--- src/rtl/cpu_defs_pkg.sv ---
// Shared encodings for the CPU datapath: ALU ops, opcode classes, one-hot selects,
// sequencer states and the instruction classes the sequencer branches on.
package cpu_defs;

   localparam logic [1:0] ALU_ADD = 2'b00;
   localparam logic [1:0] ALU_SUB = 2'b01;
   localparam logic [1:0] ALU_AND = 2'b10;
   localparam logic [1:0] ALU_NOT = 2'b11;

   localparam logic [2:0] OPC_MOVC = 3'b110;
   localparam logic [2:0] OPC_ALUC = 3'b101;

   localparam logic [1:0] MOV_IMM_OP = 2'b10;
   localparam logic [1:0] MOV_REG_OP = 2'b00;

   localparam logic [2:0] NSEL_NONE = 3'b000;
   localparam logic [2:0] NSEL_RN   = 3'b001;
   localparam logic [2:0] NSEL_RD   = 3'b010;
   localparam logic [2:0] NSEL_RM   = 3'b100;

   localparam logic [3:0] VSEL_NONE  = 4'b0000;
   localparam logic [3:0] VSEL_C     = 4'b0001;
   localparam logic [3:0] VSEL_PC    = 4'b0010;
   localparam logic [3:0] VSEL_IMM   = 4'b0100;
   localparam logic [3:0] VSEL_MDATA = 4'b1000;

   typedef enum logic [2:0] {
      S_WAIT   = 3'd0,
      S_DECODE = 3'd1,
      S_GETA   = 3'd2,
      S_GETB   = 3'd3,
      S_EXEC   = 3'd4,
      S_WB     = 3'd5,
      S_WIMM   = 3'd6
   } state_e;

   typedef enum logic [2:0] {
      CLS_MOVI    = 3'd0,
      CLS_MOVR    = 3'd1,
      CLS_ALU2    = 3'd2,
      CLS_MVN     = 3'd3,
      CLS_CMP     = 3'd4,
      CLS_ILLEGAL = 3'd5
   } instr_class_e;

endpackage

--- src/rtl/alu_sequencer_decode.sv ---
// Combinational classifier: turns the latched opcode/op pair into the instruction
// class the sequencer FSM branches on.
module alu_seq_decode
   import cpu_defs::*;
(
   input  logic [2:0]   opcode,
   input  logic [1:0]   op,
   output instr_class_e cls
);

   always_comb begin
      cls = CLS_ILLEGAL;
      case (opcode)
         OPC_MOVC: begin
            if (op == MOV_IMM_OP)
               cls = CLS_MOVI;
            else if (op == MOV_REG_OP)
               cls = CLS_MOVR;
         end
         OPC_ALUC: begin
            case (op)
               ALU_ADD, ALU_AND: cls = CLS_ALU2;
               ALU_SUB:          cls = CLS_CMP;
               default:          cls = CLS_MVN;
            endcase
         end
         default: cls = CLS_ILLEGAL;
      endcase
   end

endmodule

--- src/rtl/alu_sequencer.sv ---
// Multi-cycle Moore controller driving register-file, pipeline-register, status and
// ALU strobes for one decoded instruction at a time; w is high only while idle.
module alu_sequencer
   import cpu_defs::*;
#(
   parameter int NSEL_W = 3,
   parameter int VSEL_W = 4
) (
   input  logic              clk,
   input  logic              reset,
   input  logic              s,
   input  logic [2:0]        opcode,
   input  logic [1:0]        op,
   output logic              w,
   output logic              err,
   output logic [NSEL_W-1:0] nsel,
   output logic [VSEL_W-1:0] vsel,
   output logic              loada,
   output logic              loadb,
   output logic              loadc,
   output logic              loads,
   output logic              asel,
   output logic              bsel,
   output logic [1:0]        ALUop,
   output logic              write
);

   state_e            state_q, state_d;
   logic [2:0]        opcode_q, opcode_d;
   logic [1:0]        op_q, op_d;
   logic              err_q, err_d;
   logic              w_q, w_d;
   logic [NSEL_W-1:0] nsel_q, nsel_d;
   logic [VSEL_W-1:0] vsel_q, vsel_d;
   logic              loada_q, loada_d;
   logic              loadb_q, loadb_d;
   logic              loadc_q, loadc_d;
   logic              loads_q, loads_d;
   logic              asel_q, asel_d;
   logic [1:0]        alu_op_q, alu_op_d;
   logic              write_q, write_d;
   instr_class_e      cls;

   alu_seq_decode u_decode (
      .opcode (opcode_q),
      .op     (op_q),
      .cls    (cls)
   );

   // Next state and instruction latch; the unused state encoding falls back to S_WAIT.
   always_comb begin
      state_d  = state_q;
      opcode_d = opcode_q;
      op_d     = op_q;
      err_d    = err_q;
      case (state_q)
         S_WAIT: begin
            if (s) begin
               state_d  = S_DECODE;
               opcode_d = opcode;
               op_d     = op;
               err_d    = 1'b0;
            end
         end
         S_DECODE: begin
            case (cls)
               CLS_MOVI:           state_d = S_WIMM;
               CLS_MOVR, CLS_MVN:  state_d = S_GETB;
               CLS_ALU2, CLS_CMP:  state_d = S_GETA;
               default: begin
                  state_d = S_WAIT;
                  err_d   = 1'b1;
               end
            endcase
         end
         S_GETA:  state_d = S_GETB;
         S_GETB:  state_d = S_EXEC;
         S_EXEC:  state_d = (cls == CLS_CMP) ? S_WAIT : S_WB;
         default: state_d = S_WAIT;
      endcase
   end

   // Strobes are decoded from the state being entered so they register alongside it.
   always_comb begin
      w_d      = 1'b0;
      nsel_d   = NSEL_W'(NSEL_NONE);
      vsel_d   = VSEL_W'(VSEL_NONE);
      loada_d  = 1'b0;
      loadb_d  = 1'b0;
      loadc_d  = 1'b0;
      loads_d  = 1'b0;
      asel_d   = 1'b0;
      alu_op_d = ALU_ADD;
      write_d  = 1'b0;
      case (state_d)
         S_WAIT: w_d = 1'b1;
         S_GETA: begin
            nsel_d  = NSEL_W'(NSEL_RN);
            loada_d = 1'b1;
         end
         S_GETB: begin
            nsel_d  = NSEL_W'(NSEL_RM);
            loadb_d = 1'b1;
         end
         S_EXEC: begin
            alu_op_d = (cls == CLS_MOVR) ? ALU_ADD : op_q;
            asel_d   = (cls == CLS_MOVR) || (cls == CLS_MVN);
            if (cls == CLS_CMP) begin
               loads_d = 1'b1;
            end else begin
               loadc_d = 1'b1;
               loads_d = (cls == CLS_ALU2) || (cls == CLS_MVN);
            end
         end
         S_WB: begin
            nsel_d  = NSEL_W'(NSEL_RD);
            vsel_d  = VSEL_W'(VSEL_C);
            write_d = 1'b1;
         end
         S_WIMM: begin
            nsel_d  = NSEL_W'(NSEL_RN);
            vsel_d  = VSEL_W'(VSEL_IMM);
            write_d = 1'b1;
         end
         default: w_d = 1'b0;
      endcase
   end

   always_ff @(posedge clk) begin
      if (reset) begin
         state_q  <= S_WAIT;
         opcode_q <= 3'b000;
         op_q     <= 2'b00;
         err_q    <= 1'b0;
         w_q      <= 1'b1;
         nsel_q   <= '0;
         vsel_q   <= '0;
         loada_q  <= 1'b0;
         loadb_q  <= 1'b0;
         loadc_q  <= 1'b0;
         loads_q  <= 1'b0;
         asel_q   <= 1'b0;
         alu_op_q <= 2'b00;
         write_q  <= 1'b0;
      end else begin
         state_q  <= state_d;
         opcode_q <= opcode_d;
         op_q     <= op_d;
         err_q    <= err_d;
         w_q      <= w_d;
         nsel_q   <= nsel_d;
         vsel_q   <= vsel_d;
         loada_q  <= loada_d;
         loadb_q  <= loadb_d;
         loadc_q  <= loadc_d;
         loads_q  <= loads_d;
         asel_q   <= asel_d;
         alu_op_q <= alu_op_d;
         write_q  <= write_d;
      end
   end

   assign w     = w_q;
   assign err   = err_q;
   assign nsel  = nsel_q;
   assign vsel  = vsel_q;
   assign loada = loada_q;
   assign loadb = loadb_q;
   assign loadc = loadc_q;
   assign loads = loads_q;
   assign asel  = asel_q;
   assign bsel  = 1'b0;
   assign ALUop = alu_op_q;
   assign write = write_q;

endmodule

--- config.mk ---
export PLATFORM = sky130hd
export DESIGN_NAME = alu_sequencer
export DESIGN_NICKNAME = d
export VERILOG_FILES = /design/src/rtl/cpu_defs_pkg.sv /design/src/rtl/alu_sequencer_decode.sv /design/src/rtl/alu_sequencer.sv
export SDC_FILE = /design/constraint.sdc
export NUM_CORES = 1
export LEC_CHECK = 0
export BUFFER_PORTS_ARGS = -buffer_cell sky130_fd_sc_hd__buf_4
export CAP_MARGIN = 15
export CORE_MARGIN = 5
export CORE_UTILIZATION = 49
export DETAILED_ROUTE_END_ITERATION = 8
export PLACE_DENSITY = 0.75
export SETUP_SLACK_MARGIN = 0.5
export SLEW_MARGIN = 20
export SYNTH_ARGS = -nofsm -noshare
export SYNTH_HDL_FRONTEND = slang
export SYNTH_SLANG_ARGS = --single-unit
--- constraint.sdc ---
create_clock -name clk -period 1.6 [get_ports clk]
set_input_delay 0.16 -clock clk [delete_from_list [all_inputs] [get_ports clk]]
set_output_delay 0.16 -clock clk [all_outputs]
set_load 0.005 [all_outputs]
# Word level (Yosys, flattened, before mapping)
# Index checks and enable logic that the tools add are counted.
totals:
  mem_bits_ro: 0
  output_inout_bits: 18
  ff_bits: 25
  latch_bits: 0
  elab_cells: 70
  in_bits: 8
  memories: 0
  ramBits: 0
classes:
  add_sub_neg: 0
  n_eq_ne: 19
  div_mod_pow: 0
  multipliers: 0
  mux: 19
  n_shift: 0
  order_cmp: 0
  bitwise_logic: 1
  reduce_logical: 17
op_table:
  columns: ["op", "n"]
  rows:
  - ["$eq 3x3->1 const B", 7]
  - ["$eq 3x2->1 const B", 6]
  - ["$pmux 3 s2", 3]
  - ["$pmux 3 s3", 2]
  - ["$pmux 3 s5", 1]
  - ["$mux 3", 4]
  - ["$reduce_or 2->1", 6]
  - ["$logic_not 3->1", 3]
  - ["$mux 1", 8]
  - ["$eq 3x1->1 const B", 2]
  - ["$reduce_or 5->1", 1]
  - ["$ne 2x2->1 const B", 2]
  - ["$reduce_and 3->1", 1]
  - ["$reduce_or 3->1", 1]
  - ["$eq 2x1->1 const B", 1]
  - ["$eq 2x2->1 const B", 1]
  - ["$logic_not 2->1", 1]
  - ["$logic_or 1x1->1", 2]
  - ["$pmux 1 s2", 1]
  - ["$reduce_and 2->1", 1]
  - ["$reduce_bool 2->1", 1]
  - ["$not 1->1", 1]

# Depth between registers and ports, before layout
# Gate-level depths: netlist of run 1.
logic_depth:
  word_depth: 11
  depth_mapped: 5
  ltp_nobuf: 4

# Modules after synthesis
# Synthesis of run 1 repeated with hierarchy kept, for this count alone.
hier_totals:
  cells_unflattened: 97
  hier_area_um2: 938.4
modules_own_cells:
  columns: ["module", "area_each_um2", "cells_each", "n_inst"]
  rows:
  - ["alu_sequencer", 874.6, 87, 1]
  - ["alu_seq_decode", 63.8, 10, 1]

# Worst setup path after synthesis of run 1
# OpenSTA, ideal clock, no wires.
synth_timing:
  path_kind: "register -> register"
  start: "register op_q[1]"
  end: "register w_q (netlist: w)"
  setup_time_ns: 0.116
  arrival_ns: 1.370
  path_stages_with_launch: 5
  required_time_ns: 1.484
  slack_ns: 0.114
  n_path_buf: 0
  cell_sequence: "dfxtp_1 -> nor4b_1 -> o2111ai_1 -> o311a_2 -> a31o_2"
synth_between:
  elab_chain_cells: 10
  elab_cells_between_ends: 20
  classes_between: "eq/ne (6); mux (8); reduce/logical (6)"
synth_rtl:
  columns: ["item", "line", "rtl"]
  rows:
  - ["start, declared", "alu_sequencer.sv:30", "logic [1:0] op_q, op_d;"]
  - ["start signal, assigned", "alu_sequencer.sv:148", "op_q <= op_d;"]
  - ["$eq 2x2->1 / $logic_not 2->1 (equally long branches)", "alu_sequencer_decode.sv:15, alu_sequencer_decode.sv:21, alu_sequencer_decode.sv:17", null]
  - ["$reduce_or 2->1 / $mux 3 (equally long branches)", "alu_sequencer_decode.sv:21, alu_sequencer_decode.sv:17", null]
  - ["$pmux 3 s2 / $mux 3 (equally long branches)", "alu_sequencer_decode.sv:21, alu_sequencer_decode.sv:15", null]
  - ["$pmux 3 s2 (*)", "alu_sequencer_decode.sv:13", "case (opcode)"]
  - ["$eq 3x3->1, or another cell as far along", "alu_sequencer.sv:66, alu_sequencer.sv:78", null]
  - ["$reduce_or 2->1", null, null]
  - ["$pmux 3 s3", "alu_sequencer.sv:66", "case (cls)"]
  - ["$pmux 3 s5 (*)", "alu_sequencer.sv:56", "case (state_q)"]
  - ["$logic_not 3->1 (*)", "alu_sequencer.sv:95", "case (state_d)"]
  - ["$mux 1 (*)", "alu_sequencer.sv:95", null]
  - ["end signal, assigned", "alu_sequencer.sv:150", "w_q <= w_d;"]
  - ["end, declared", "alu_sequencer.sv:32", "logic w_q, w_d;"]
# Mark *: on every way between the ends. The rest lies on a longest branch, timed or not.
# A chain may end at the register's enable or synchronous reset.

# Worst setup path in the final report of run 1
layout_timing:
  start: "register opcode_q[1]"
  end: "register asel_q (netlist: asel)"
layout_between:
  elab_chain_cells: 9
  elab_cells_between_ends: 17
  classes_between: "eq/ne (7); mux (4); bitwise (1); reduce/logical (5)"
layout_rtl:
  columns: ["item", "line", "rtl"]
  rows:
  - ["start, declared", "alu_sequencer.sv:29", "logic [2:0] opcode_q, opcode_d;"]
  - ["start signal, assigned", "alu_sequencer.sv:147", "opcode_q <= opcode_d;"]
  - ["$eq 3x3->1", "alu_sequencer_decode.sv:13", null]
  - ["$pmux 3 s2 (*)", "alu_sequencer_decode.sv:13", null]
  - ["$eq 3x3->1, or another cell as far along", "alu_sequencer.sv:66, alu_sequencer.sv:78", null]
  - ["$reduce_or 2->1", null, null]
  - ["$pmux 3 s3", "alu_sequencer.sv:66", null]
  - ["$pmux 3 s5", "alu_sequencer.sv:56", null]
  - ["$eq 3x3->1", "alu_sequencer.sv:95", null]
  - ["$not 1->1 (no source line)", null, null]
  - ["$reduce_or 2->1 (no source line)", null, null]
  - ["end signal, assigned", "alu_sequencer.sv:157", "asel_q <= asel_d;"]
  - ["end, declared", "alu_sequencer.sv:39", "logic asel_q, asel_d;"]
# Marked as above.

==> results of run 1 <==
-- worst max path at each step --
| stage | start | cells past startpoint | slack [ns] | endpoint |
|---|---|---|---|---|
| 2_1_floorplan | opcode_q[1] | 4 | 0.19 | ALUop[1] |
| 3_3_place_gp | opcode_q[2] | 4 | 0.04 | loads |
| 3_5_place_dp | opcode_q[2] | 4 | 0.001 | ALUop[1] |
| 4_1_cts | opcode_q[1] | 4 | 0.10 | ALUop[1] |
| 5_1_grt | opcode_q[1] | 5 | -0.001 | loadc |
| 6_report | opcode_q[1] | 5 | 0.08 | asel |
-- layout by cell type (no fill, tap or decap), types with 2 or more instances in the layout --
master / instances
buf_4: 31
dfxtp_1: 15
nor2_1: 11
dfxtp_2: 6
nor3_1: 5
nor4_1: 4
mux2i_1: 4
a21oi_1: 4
conb_1: 3
clkbuf_4: 3
nor2_2: 2
nor4b_2: 2
inv_2: 2
o311ai_4: 2
a31o_4: 2
nand2_1: 2
nor4_2: 2
dfxtp_4: 2
buf_6: 2
-- state kept, by name (all words and copies together), names as in the netlist, 2 cells and up --
register	flops
opcode_q	3
nsel	3
vsel	2
ALUop	2
op_q	2
state_q	3
-- power by group through the flow --
stage / Clock (W) / Combinational [W] / Sequential (W)
after floorplan: 0 / 0.0000802 / 0.000615
after global routing: 0.000290 / 0.000130 / 0.000613
after detailed placement: 0 / 0.000104 / 0.000622
after CTS: 0.000264 / 0.000114 / 0.000609
final: 0.000256 / 0.000119 / 0.000610
after global placement: 0 / 0.000102 / 0.000620
-- per-stage QoR --
stage	cells	hold slack, ns	power, W
2_1_floorplan	93	0.299	0.000695
3_3_place_gp	139	0.392	0.000722
3_5_place_dp	139	0.395	0.000726
4_1_cts	149	0.0781	0.000987
5_1_grt	150	0.0951	0.00103
6_report	150	0.0793	0.000985
-- what timing repair did --
item | in CTS | in global routing
endpoints found under the setup margin | 23 | 23
setup buffers | 6 | 1
gates resized for setup | 19 | 2
pin swaps | 7 | 1
hold buffers | 0 | 0
cloned | 0 | 0
hold endpoints to repair | 0 | 0
-- per-layer routing --
metal	routed length [um]	up-vias	track usage, %
met3	127	6	3.05
met1	811	384	16.4
met4	59	0	10.8
met2	1090	26	29.4
li1	-	388	-
met5	0	-	0
-- worst max-delay path: cells and delay by family (launching register included) --
family | cells | cell delay [ns]
DFF | 1 | 0.36
buffers and inverters | 1 | 0.14
AOI/OAI and AO/OA | 2 | 0.48
and+or+nand+nor | 2 | 0.45
-- kinds of logic after synthesis --
logic type	after synthesis	share of synthesized area, %
compound gates	15	15.6
buf+inv	10	6.31
flops	23	48.4
mux	4	4.21
other cells	1	0.394
simple gates	38	25.1
-- final cells by class --
type,count,area [um2]
tap,27,33.8
clock buffer,4,26.3
sequential,23,475
inverter,3,11.3
multi-input combinational,60,527
fill,151,573
timing repair buffer,33,255
==> report_table.html, run 1 <==
<table>
<tr><th>Metric</th><th>Value</th></tr>
<tr><th colspan="2">Run status</th></tr>
<tr><td>Result of the run</td><td>completed</td></tr>
<tr><th colspan="2">Placement</th></tr>
<tr><td>Number of port buffers</td><td>22</td></tr>
<tr><td>Minimum setup slack after placement</td><td>0.00144 ns</td></tr>
<tr><td>Placed wire-length estimate after detailed placement</td><td>1460 um</td></tr>
<tr><td>Placement-stage cell area</td><td>1180 um2</td></tr>
<tr><td>RD Place Congestion</td><td>0.784</td></tr>
<tr><th colspan="2">Pwr</th></tr>
<tr><td>Internal Pwr Total</td><td>0.000747 W</td></tr>
<tr><td>Combinational share of power</td><td>12.0%</td></tr>
<tr><td>Portion of total power attributed to sequential cells</td><td>61.9%</td></tr>
<tr><td>Maximum VDD drop</td><td>475 uV</td></tr>
<tr><td>Sw Share</td><td>24.1%</td></tr>
<tr><td>Pwr Density</td><td>741 nW/um2</td></tr>
<tr><td>Leak Pwr</td><td>0.568 nW</td></tr>
<tr><td>Clock power share</td><td>26.0%</td></tr>
<tr><td>Net switching power</td><td>0.000238 W</td></tr>
<tr><th colspan="2">Yosys</th></tr>
<tr><td>Count of synthesis-stage warnings from yosys</td><td>0</td></tr>
<tr><td>Synth Register Bits</td><td>23</td></tr>
<tr><td>Syn_area_per_cell</td><td>10.5 um2</td></tr>
<tr><td>Post-synth top area share</td><td>48.4%</td></tr>
<tr><td>Commonest cells in the netlist</td><td>dfxtp_1, nor2_1, nor3_1, nor4_1</td></tr>
<tr><td>Fraction of registers with async set/reset</td><td>0%</td></tr>
<tr><td>Top flip-flop cell by instance count after synthesis</td><td>dfxtp_1</td></tr>
<tr><td>Post-synth EDFFs</td><td>0</td></tr>
<tr><td>Gate Count Post-Synth</td><td>91</td></tr>
<tr><td>Post-synth design cell area</td><td>952 um2</td></tr>
<tr><td>Count of different cell masters after synthesis</td><td>32</td></tr>
<tr><td>Most area-consuming cells after synthesis</td><td>dfxtp_1, o311ai_4, nor2_1</td></tr>
<tr><td>Cell taking the most area after synthesis</td><td>dfxtp_1</td></tr>
<tr><td>Portion of the post-synthesis area used by sequential elements</td><td>48.4%</td></tr>
<tr><td>Most used standard cell by instance count after synthesis</td><td>dfxtp_1</td></tr>
<tr><th colspan="2">Global routing</th></tr>
<tr><td>Number of global-route vias before repair</td><td>782</td></tr>
<tr><td>Grt total ovfl</td><td>0</td></tr>
<tr><td>First-pass GRT wire length</td><td>3330 um</td></tr>
<tr><td>Overall fraction of global-route tracks in use</td><td>16.1%</td></tr>
<tr><td>Initial antenna violation count</td><td>0</td></tr>
<tr><td>Largest net degree at the start of global routing</td><td>18</td></tr>
<tr><th colspan="2">Route</th></tr>
<tr><td>Routed len/inst</td><td>13.9 um</td></tr>
<tr><td>Drt drc</td><td>0</td></tr>
<tr><td>Via count</td><td>804</td></tr>
<tr><td>Post-detailed-routing wire length</td><td>2090 um</td></tr>
<tr><td>Detailed-routing iteration count for the pre-antenna-repair pass</td><td>4</td></tr>
<tr><td>Final ANT Viol Nets</td><td>0</td></tr>
<tr><td>DRT iter0 DRCs</td><td>10</td></tr>
<tr><td>Per-cell via count in the routed design</td><td>5.36</td></tr>
<tr><th colspan="2">Floorplan</th></tr>
<tr><td>DIE AREA</td><td>2920 um2</td></tr>
<tr><td>Cell row count</td><td>16</td></tr>
<tr><td>Die width</td><td>54.1 um</td></tr>
<tr><td>Placeable core region</td><td>1900 um2</td></tr>
<tr><td>Starting density of the core</td><td>50.1%</td></tr>
<tr><td>Number of top-level pins</td><td>26</td></tr>
<tr><td>Die Y</td><td>54.1 um</td></tr>
<tr><th colspan="2">STA</th></tr>
<tr><td>Max Clock Skew</td><td>0.000981 ns</td></tr>
<tr><td>Setup repair after global routing missed its margin</td><td>true</td></tr>
<tr><td>Final hold violation count</td><td>0</td></tr>
<tr><td>Max Transition Viols Final</td><td>0</td></tr>
<tr><td>Count of endpoints failing setup in the final report</td><td>0</td></tr>
<tr><td>Min setup slack post-route</td><td>0.0781 ns</td></tr>
<tr><td>Clock period minus final worst setup slack</td><td>1.52 ns</td></tr>
<tr><td>Fmax achieved</td><td>0.657 GHz</td></tr>
<tr><td>Total Neg Setup Slack</td><td>0 ns</td></tr>
<tr><td>Final cycle utilization of the critical path</td><td>95.1%</td></tr>
<tr><th colspan="2">Critical path</th></tr>
<tr><td>Depth of the most critical reg-to-reg path</td><td>5</td></tr>
<tr><td>Critical path class</td><td>flip-flop to flip-flop</td></tr>
<tr><td>Flop-to-flop setup slack</td><td>0.08 ns</td></tr>
<tr><td>Worst Path Arrival</td><td>1.73 ns</td></tr>
<tr><td>Critical-path cell with the highest stage delay</td><td>dfxtp_2</td></tr>
<tr><td>Req. time, crit path</td><td>1.81 ns</td></tr>
<tr><td>Cell-by-cell listing of the critical path</td><td>nor3b_2 -&gt; buf_4 -&gt; o21a_4 -&gt; a31o_4 -&gt; nor4_2</td></tr>
<tr><td>Worst reg2reg startpoint</td><td>opcode_q[1]</td></tr>
<tr><td>Reg2reg end</td><td>asel</td></tr>
<tr><td>Type of element launching the critical path</td><td>flip-flop</td></tr>
<tr><td>Largest stage delay on the critical path</td><td>0.36 ns</td></tr>
<tr><td>Setup crit end kind</td><td>flip-flop</td></tr>
<tr><td>Critical path peak fanout</td><td>6</td></tr>
<tr><th colspan="2">Layout</th></tr>
<tr><td>Antenna fix cells</td><td>0</td></tr>
<tr><td>Share of cells above drive strength 1</td><td>54.5%</td></tr>
<tr><td>Final core utilization</td><td>69.9%</td></tr>
<tr><td>Post-route standard cell area excluding fillers</td><td>1330 um2</td></tr>
<tr><td>Total Nets Final</td><td>132</td></tr>
<tr><td>Layout Area Growth over Synthesis</td><td>39.6%</td></tr>
<tr><th colspan="2">Clock network</th></tr>
<tr><td>H-tree depth</td><td>1</td></tr>
<tr><td>Clock tree from TritonCTS</td><td>done</td></tr>
<tr><td>CTS Buf Count</td><td>3</td></tr>
<tr><td>Clk root buf</td><td>clkbuf_4</td></tr>
<tr><td>Sinks on Clock Net</td><td>23</td></tr>
<tr><td>Number of buffers on the longest clock path</td><td>2</td></tr>
<tr><td>Clk slew on worst S/H paths</td><td>0.12 ns</td></tr>
<tr><td>Worst-skew pair later-pin latency</td><td>0.30 ns</td></tr>
<tr><th colspan="2">Min path</th></tr>
<tr><td>Number of cells traversed by the worst hold path</td><td>3</td></tr>
<tr><td>Worst Hold Endpoint</td><td>op_q[0]</td></tr>
<tr><td>Startpoint of the worst hold path</td><td>op[0]</td></tr>
<tr><td>Class of the most critical hold timing path</td><td>input pin to flip-flop</td></tr>
<tr><th colspan="2">Flow run</th></tr>
<tr><td># Max-Cap Violations</td><td>0</td></tr>
</table>
No activity file was read; power rests on OpenSTA's default activity.
==> run 2, diff against run 1 <==
--- a/config.mk
+++ b/config.mk
@@ -7,9 +7,11 @@
 export LEC_CHECK = 0
 export BUFFER_PORTS_ARGS = -buffer_cell sky130_fd_sc_hd__buf_4
 export CAP_MARGIN = 15
+export CORE_ASPECT_RATIO = 1.25
 export CORE_MARGIN = 5
 export CORE_UTILIZATION = 49
 export DETAILED_ROUTE_END_ITERATION = 8
+export MAX_ROUTING_LAYER = met4
 export PLACE_DENSITY = 0.75
 export SETUP_SLACK_MARGIN = 0.5
 export SLEW_MARGIN = 20
==> run 2 against run 1 <==
Maximum frequency shrank 1.2%; design area grew 16%; register-to-register slack lost 0.02 ns; critical path depth is the same; hold slack lost 0.018 ns; clock-buffer cell count shrank 1; sequential power is essentially flat; sequential share of layout area shrank 4.6 points; non-clock buffer count grew 10; first-iteration DRC count grew 30%; die area grew 0.19%; critical endpoint is now ALUop[0].
==> report_table.html, run 2 (synthesis gave the netlist of run 1 again) <==
<table>
<tr><th>Metric</th><th>Value</th></tr>
<tr><th colspan="2">Run status</th></tr>
<tr><td>Result of the run</td><td>completed</td></tr>
<tr><th colspan="2">Layout</th></tr>
<tr><td>Commonest non-fill, non-tap cell in the layout</td><td>buf_4</td></tr>
<tr><td>Layout Area Growth over Synthesis</td><td>62.4%</td></tr>
<tr><td>Antenna fix cells</td><td>0</td></tr>
<tr><td>Total Nets Final</td><td>142</td></tr>
<tr><td>Multi-input combinational cell area</td><td>652 um2</td></tr>
<tr><td>Reg area</td><td>483 um2</td></tr>
<tr><td>Fillers</td><td>93</td></tr>
<tr><td>Final core utilization</td><td>85.5%</td></tr>
<tr><td>Most used cells in the layout excluding fill and tap cells</td><td>buf_4, dfxtp_1, nor2_1</td></tr>
<tr><td>Share of cells above drive strength 1</td><td>67.7%</td></tr>
<tr><th colspan="2">Route</th></tr>
<tr><td>Per-cell via count in the routed design</td><td>5.86</td></tr>
<tr><td>Final ANT Viol Nets</td><td>0</td></tr>
<tr><td>Via count</td><td>890</td></tr>
<tr><td>Drt drc</td><td>0</td></tr>
<tr><td>Detailed-routing iteration count for the pre-antenna-repair pass</td><td>4</td></tr>
<tr><td>Routed len/inst</td><td>16.7 um</td></tr>
<tr><td>Post-detailed-routing wire length</td><td>2540 um</td></tr>
<tr><td>DRT iter0 DRCs</td><td>13</td></tr>
<tr><th colspan="2">Floorplan</th></tr>
<tr><td>Die Y</td><td>59.3 um</td></tr>
<tr><td>DIE AREA</td><td>2930 um2</td></tr>
<tr><td>Placeable core region</td><td>1810 um2</td></tr>
<tr><td>Number of top-level pins</td><td>26</td></tr>
<tr><td>Die width</td><td>49.4 um</td></tr>
<tr><td>Starting density of the core</td><td>52.7%</td></tr>
<tr><td>Cell row count</td><td>17</td></tr>
<tr><th colspan="2">Critical path</th></tr>
<tr><td>Critical path peak fanout</td><td>5</td></tr>
<tr><td>Worst Path Arrival</td><td>1.78 ns</td></tr>
<tr><td>Req. time, crit path</td><td>1.84 ns</td></tr>
<tr><td>Type of element launching the critical path</td><td>flip-flop</td></tr>
<tr><td>Setup crit end kind</td><td>flip-flop</td></tr>
<tr><td>Critical path class</td><td>flip-flop to flip-flop</td></tr>
<tr><th colspan="2">STA</th></tr>
<tr><td>Final cycle utilization of the critical path</td><td>96.3%</td></tr>
<tr><td>Setup repair after global routing missed its margin</td><td>true</td></tr>
<tr><td>Final Hold Slack</td><td>0.0616 ns</td></tr>
<tr><td>Min setup slack post-route</td><td>0.0593 ns</td></tr>
<tr><td>Final hold violation count</td><td>0</td></tr>
<tr><td>Max Clock Skew</td><td>0.00160 ns</td></tr>
<tr><td>Clock period minus final worst setup slack</td><td>1.54 ns</td></tr>
<tr><td>Fmax achieved</td><td>0.649 GHz</td></tr>
<tr><td>Count of endpoints failing setup in the final report</td><td>0</td></tr>
<tr><td>Max Transition Viols Final</td><td>0</td></tr>
<tr><th colspan="2">Clock network</th></tr>
<tr><td>CTS Hold Buffers Added</td><td>0</td></tr>
<tr><td>Clk slew on worst S/H paths</td><td>0.12 ns</td></tr>
<tr><td>Worst-skew pair later-pin latency</td><td>0.32 ns</td></tr>
<tr><td>Sinks on Clock Net</td><td>23</td></tr>
<tr><td>H-tree depth</td><td>1</td></tr>
<tr><td>Clock tree from TritonCTS</td><td>done</td></tr>
<tr><td>Clk root buf</td><td>clkbuf_4</td></tr>
<tr><td>Number of buffers on the longest clock path</td><td>2</td></tr>
<tr><td>CTS Buf Count</td><td>3</td></tr>
<tr><th colspan="2">Global routing</th></tr>
<tr><td>First-pass GRT wire length</td><td>3990 um</td></tr>
<tr><td>Grt total ovfl</td><td>0</td></tr>
<tr><td>Largest net degree at the start of global routing</td><td>18</td></tr>
<tr><td>Initial antenna violation count</td><td>0</td></tr>
<tr><td>Number of global-route vias before repair</td><td>834</td></tr>
<tr><td>Overall fraction of global-route tracks in use</td><td>18.2%</td></tr>
<tr><th colspan="2">Pwr</th></tr>
<tr><td>Maximum VDD drop</td><td>588 uV</td></tr>
<tr><td>Pwr Density</td><td>682 nW/um2</td></tr>
<tr><td>Total power</td><td>0.00105 W</td></tr>
<tr><td>Leak Pwr</td><td>0.637 nW</td></tr>
<tr><th colspan="2">Placement</th></tr>
<tr><td>RD Place Congestion</td><td>0.902</td></tr>
<tr><td>Number of port buffers</td><td>22</td></tr>
<tr><td>Minimum setup slack after placement</td><td>0.0259 ns</td></tr>
<tr><td>Placed wire-length estimate after detailed placement</td><td>1470 um</td></tr>
<tr><th colspan="2">Min path</th></tr>
<tr><td>Class of the most critical hold timing path</td><td>input pin to flip-flop</td></tr>
<tr><th colspan="2">Flow run</th></tr>
<tr><td># Max-Cap Violations</td><td>0</td></tr>
</table>
[run 2: cell types whose count changed in the layout (fill, tap and decap cells not counted), moves of 3 or more]
| cell | delta |
|---|---|
| buf_4 | +8 |
| nor2_1 | -3 |
| nor4_4 | +3 |
| nor3_2 | +3 |
| dfxtp_4 | +3 |
| nor4_1 | -4 |
| nor3_1 | -3 |
| dfxtp_2 | -3 |
[run 2: report_power, final]
| group | internal [W] | total (W) | switching [W] |
|---|---|---|---|
| combinational | 0.0000898 | 0.000173 | 0.0000828 |
| clock | 0.0000938 | 0.000275 | 0.000181 |
| sequential | 0.000584 | 0.000607 | 0.0000228 |
[run 2: through the flow]
stage | area (um2) | instances | TNS, ns
floorplan | 1000 | 93 | 0
global placement | 1190 | 133 | 0
detailed placement | 1190 | 133 | 0
CTS | 1390 | 145 | 0
global route | 1550 | 152 | -0.0141
finish | 1550 | 152 | 0
[run 2: final timing paths]
kind | from | end | slack [ns] | depth (start not counted)
setup reg to reg | op_q[0] | ALUop[0] | 0.06 | 5
hold / removal | op[0] | op_q[0] | 0.06 | 3
setup / recovery | op_q[0] | ALUop[0] | 0.06 | 5
hold reg to reg | err | err | 0.54 | 2
[run 2: per-layer routing]
metal  GRT usage [%]  wire length (um)
met5               -                 0
met2            32.0              1410
met4            8.99                86
met3            3.02               120
met1            19.6               924
[run 2: layout make-up]
cell class	instances	area share, %
multi-input cells	60	42.2
clock buffers	3	1.46
clock inverters	1	0.324
flip-flops and latches	23	31.2
inverters	3	0.890
repair buffers	43	22.4
well taps	19	1.54
[run 2: repair_timing]
item                       CTS  global route
setup endpoints to repair   23            23
pin swaps                   11            11
resized for setup           26            20
setup buffers                8             7
[run 2: worst max-delay path, cell delays in order (launching register included)]
cell and delay (ns):
dfxtp_4 0.43, inv_4 0.08, o311ai_4 0.39, o311ai_4 0.23, buf_12 0.19, nor4_4 0.14
==> run 3, diff against run 2 <==
--- a/config.mk
+++ b/config.mk
@@ -5,6 +5,7 @@
 export SDC_FILE = /design/constraint.sdc
 export NUM_CORES = 1
 export LEC_CHECK = 0
+export ABC_AREA = 1
 export BUFFER_PORTS_ARGS = -buffer_cell sky130_fd_sc_hd__buf_4
 export CAP_MARGIN = 15
 export CORE_ASPECT_RATIO = 1.25
@@ -12,7 +13,7 @@
 export CORE_UTILIZATION = 49
 export DETAILED_ROUTE_END_ITERATION = 8
 export MAX_ROUTING_LAYER = met4
-export PLACE_DENSITY = 0.75
+export PLACE_DENSITY = 0.76
 export SETUP_SLACK_MARGIN = 0.5
 export SLEW_MARGIN = 20
 export SYNTH_ARGS = -nofsm -noshare
==> run 3 against run 2 <==
Critical path depth increased by 3; register-to-register slack improved by 0.30 ns; final cell count increased by 5.3%; core utilization decreased by 15 points; clock skew increased by 0.00093 ns; maximum frequency increased by 24%; global-route usage decreased by 1.8 points; power decreased by 4.8%; flip-flop and latch count unchanged; first-iteration DRC count increased by 23%; combinational power decreased by 28%; critical endpoint is now vsel[2].
==> report_table.html, run 3 <==
<table>
<tr><th>Metric</th><th>Value</th></tr>
<tr><th colspan="2">Floorplan</th></tr>
<tr><td>Die width</td><td>48.3 um</td></tr>
<tr><td>Starting density of the core</td><td>50.8%</td></tr>
<tr><td>Die Y</td><td>57.8 um</td></tr>
<tr><td>Cell row count</td><td>17</td></tr>
<tr><td>Number of top-level pins</td><td>26</td></tr>
<tr><td>Placeable core region</td><td>1770 um2</td></tr>
<tr><td>DIE AREA</td><td>2790 um2</td></tr>
<tr><th colspan="2">Critical path</th></tr>
<tr><td>Setup crit end kind</td><td>flip-flop</td></tr>
<tr><td>Type of element launching the critical path</td><td>flip-flop</td></tr>
<tr><td>Bufs and invs on worst path</td><td>3</td></tr>
<tr><td>Cell mode on critical path</td><td>nand2_4</td></tr>
<tr><td>Req. time, crit path</td><td>1.82 ns</td></tr>
<tr><td>Largest stage delay on the critical path</td><td>0.40 ns</td></tr>
<tr><td>Critical path class</td><td>flip-flop to flip-flop</td></tr>
<tr><td>Critical path peak fanout</td><td>4</td></tr>
<tr><td>Cell-by-cell listing of the critical path</td><td>inv_4 -&gt; nor3_4 -&gt; buf_4 -&gt; nand2_4 -&gt; nand2_2 -&gt; inv_2 -&gt; nand2_4 -&gt; nor2_1</td></tr>
<tr><td>Depth of the most critical reg-to-reg path</td><td>8</td></tr>
<tr><td>Stages on worst setup path</td><td>8</td></tr>
<tr><td>Critical-path cell with the highest stage delay</td><td>dfxtp_4</td></tr>
<tr><td>Cell class contributing the biggest share of worst-path delay</td><td>simple AND/OR/NAND/NOR gates</td></tr>
<tr><td>Worst Path Arrival</td><td>1.46 ns</td></tr>
<tr><th colspan="2">STA</th></tr>
<tr><td>Count of endpoints failing setup in the final report</td><td>0</td></tr>
<tr><td>Fmax achieved</td><td>0.808 GHz</td></tr>
<tr><td>Max Clock Skew</td><td>0.00254 ns</td></tr>
<tr><td>Final hold violation count</td><td>0</td></tr>
<tr><td>Total Neg Setup Slack</td><td>0 ns</td></tr>
<tr><td>Final Hold Slack</td><td>0.0922 ns</td></tr>
<tr><td>Clock period minus final worst setup slack</td><td>1.24 ns</td></tr>
<tr><td>Max Transition Viols Final</td><td>0</td></tr>
<tr><td>Setup repair after global routing missed its margin</td><td>true</td></tr>
<tr><td>Final cycle utilization of the critical path</td><td>77.4%</td></tr>
<tr><th colspan="2">Global routing</th></tr>
<tr><td>Grt total ovfl</td><td>0</td></tr>
<tr><td>Largest net degree at the start of global routing</td><td>13</td></tr>
<tr><td>Overall fraction of global-route tracks in use</td><td>16.4%</td></tr>
<tr><td>First-pass GRT wire length</td><td>3180 um</td></tr>
<tr><td>Initial antenna violation count</td><td>0</td></tr>
<tr><td>Number of global-route vias before repair</td><td>786</td></tr>
<tr><th colspan="2">Route</th></tr>
<tr><td>Final ANT Viol Nets</td><td>0</td></tr>
<tr><td>Per-cell via count in the routed design</td><td>4.96</td></tr>
<tr><td>DRT iter0 DRCs</td><td>16</td></tr>
<tr><td>Routed len/inst</td><td>12.5 um</td></tr>
<tr><td>Post-detailed-routing wire length</td><td>2000 um</td></tr>
<tr><td>Drt drc</td><td>0</td></tr>
<tr><td>Via count</td><td>794</td></tr>
<tr><td>Detailed-routing iteration count for the pre-antenna-repair pass</td><td>4</td></tr>
<tr><th colspan="2">Yosys</th></tr>
<tr><td>Portion of the post-synthesis area used by sequential elements</td><td>51.3%</td></tr>
<tr><td>Most used standard cell by instance count after synthesis</td><td>dfxtp_1</td></tr>
<tr><td>Post-synth top area share</td><td>51.3%</td></tr>
<tr><td>Cell taking the most area after synthesis</td><td>dfxtp_1</td></tr>
<tr><td>Post-synth design cell area</td><td>897 um2</td></tr>
<tr><td>Gate Count Post-Synth</td><td>110</td></tr>
<tr><td>Synth Register Bits</td><td>23</td></tr>
<tr><td>Count of synthesis-stage warnings from yosys</td><td>0</td></tr>
<tr><td>Top flip-flop cell by instance count after synthesis</td><td>dfxtp_1</td></tr>
<tr><td>Fraction of registers with async set/reset</td><td>0%</td></tr>
<tr><td>Most area-consuming cells after synthesis</td><td>dfxtp_1, nor2_1, nand2_1</td></tr>
<tr><td>Syn_area_per_cell</td><td>8.16 um2</td></tr>
<tr><td>Count of different cell masters after synthesis</td><td>20</td></tr>
<tr><td>Commonest cells in the netlist</td><td>dfxtp_1, nor2_1, nand2_1, a21oi_1, inv_1</td></tr>
<tr><td>Post-synth EDFFs</td><td>0</td></tr>
<tr><th colspan="2">Pwr</th></tr>
<tr><td>Total power</td><td>0.00100 W</td></tr>
<tr><td>Leak Pwr</td><td>0.601 nW</td></tr>
<tr><td>Pwr Density</td><td>802 nW/um2</td></tr>
<tr><td>Maximum VDD drop</td><td>585 uV</td></tr>
<tr><th colspan="2">Placement</th></tr>
<tr><td>RD Place Congestion</td><td>0.800</td></tr>
<tr><td>Number of port buffers</td><td>22</td></tr>
<tr><td>Placed wire-length estimate after detailed placement</td><td>1290 um</td></tr>
<tr><th colspan="2">Run status</th></tr>
<tr><td>Result of the run</td><td>completed</td></tr>
<tr><th colspan="2">Min path</th></tr>
<tr><td>Class of the most critical hold timing path</td><td>input pin to flip-flop</td></tr>
<tr><td>Number of cells traversed by the worst hold path</td><td>2</td></tr>
<tr><th colspan="2">Layout</th></tr>
<tr><td>Commonest non-fill, non-tap cell in the layout</td><td>buf_4</td></tr>
<tr><td>Multi-input combinational cell area</td><td>453 um2</td></tr>
<tr><td>Antenna fix cells</td><td>0</td></tr>
<tr><td>Layout Area Growth over Synthesis</td><td>39.5%</td></tr>
<tr><td>Fillers</td><td>135</td></tr>
<tr><td>Most used cells in the layout excluding fill and tap cells</td><td>buf_4, nor2_1, dfxtp_1</td></tr>
<tr><td>Total Nets Final</td><td>150</td></tr>
<tr><td>Share of cells above drive strength 1</td><td>50.4%</td></tr>
<tr><td>Reg area</td><td>483 um2</td></tr>
<tr><th colspan="2">Flow run</th></tr>
<tr><td># Max-Cap Violations</td><td>0</td></tr>
<tr><th colspan="2">Clock network</th></tr>
<tr><td>Clk slew on worst S/H paths</td><td>0.12 ns</td></tr>
<tr><td>Clk root buf</td><td>clkbuf_4</td></tr>
<tr><td>CTS Buf Count</td><td>3</td></tr>
<tr><td>Sinks on Clock Net</td><td>23</td></tr>
<tr><td>Number of buffers on the longest clock path</td><td>2</td></tr>
<tr><td>Worst-skew pair later-pin latency</td><td>0.31 ns</td></tr>
<tr><td>H-tree depth</td><td>1</td></tr>
<tr><td>Clock tree from TritonCTS</td><td>done</td></tr>
</table>
run 3: cell types whose count changed after synthesis, sizes merged, moves of 4 or more:
cell and delta:
nor4 -6, a21oi +6, nand2 +21, inv +9, nor3 -4, nand3 +4, clkbuf -4, mux2i -4
nor2 +11
run 3: layer usage:
metal	wire length (um)	share of wire [%]	global-route usage (%)	up-vias
li1	-	-	-	397
met1	728	36	16.4	370
met2	1130	57	27.2	21
met3	80	4.0	3.73	6
met4	58	2.9	9.62	0
met5	0	0	-	-
run 3: cells by family (layout without fill, tap and decap cells):
group,count (synthesis),in the layout,share of synthesized area (%)
compound gates,15,15,10.0
buf+inv,16,45,8.09
flops,23,23,51.3
simple gates,55,55,30.1
other cells,1,3,0.418
run 3: path summary, 6_finish.rpt:
path | slack, ns | start | endpoint
setup / recovery | 0.36 | state_q[0] | vsel[2]
hold / removal | 0.09 | reset | err
setup reg to reg | 0.36 | state_q[0] | vsel[2]
hold reg to reg | 0.49 | err | err
run 3: cell type report:
| cell class | instances | area share (%) |
|---|---|---|
| Clock buffer | 4 | 2.10 |
| Sequential cell | 23 | 38.6 |
| Timing Repair Buffer | 29 | 17.4 |
| Tap cell | 19 | 1.90 |
| Inverter | 12 | 3.80 |
| Multi-Input combinational cell | 73 | 36.2 |
run 3: per-stage QoR:
step | utilization, % | area, um2 | setup WS, ns | instances
global route | 70.9 | 1250 | 0.306 | 160
global placement | 61.7 | 1090 | 0.390 | 149
finish | 70.9 | 1250 | 0.362 | 160
CTS | 67.8 | 1200 | 0.393 | 158
detailed placement | 61.7 | 1090 | 0.342 | 149
floorplan | - | 927 | 0.504 | 112
run 3: what timing repair did:
| action | CTS | global route |
|---|---|---|
| setup endpoints to repair | 7 | 11 |
| hold buffers | 0 | 0 |
| gates resized for setup | 16 | 11 |
| pin swaps | 7 | 6 |
| buffers inserted | 5 | 2 |
run 3: power by group:
part	switching, W	internal [W]	leakage [nW]
clock network	0.000168	0.0000974	0.0150
logic	0.0000717	0.0000528	0.395
registers	0.0000223	0.000591	0.192
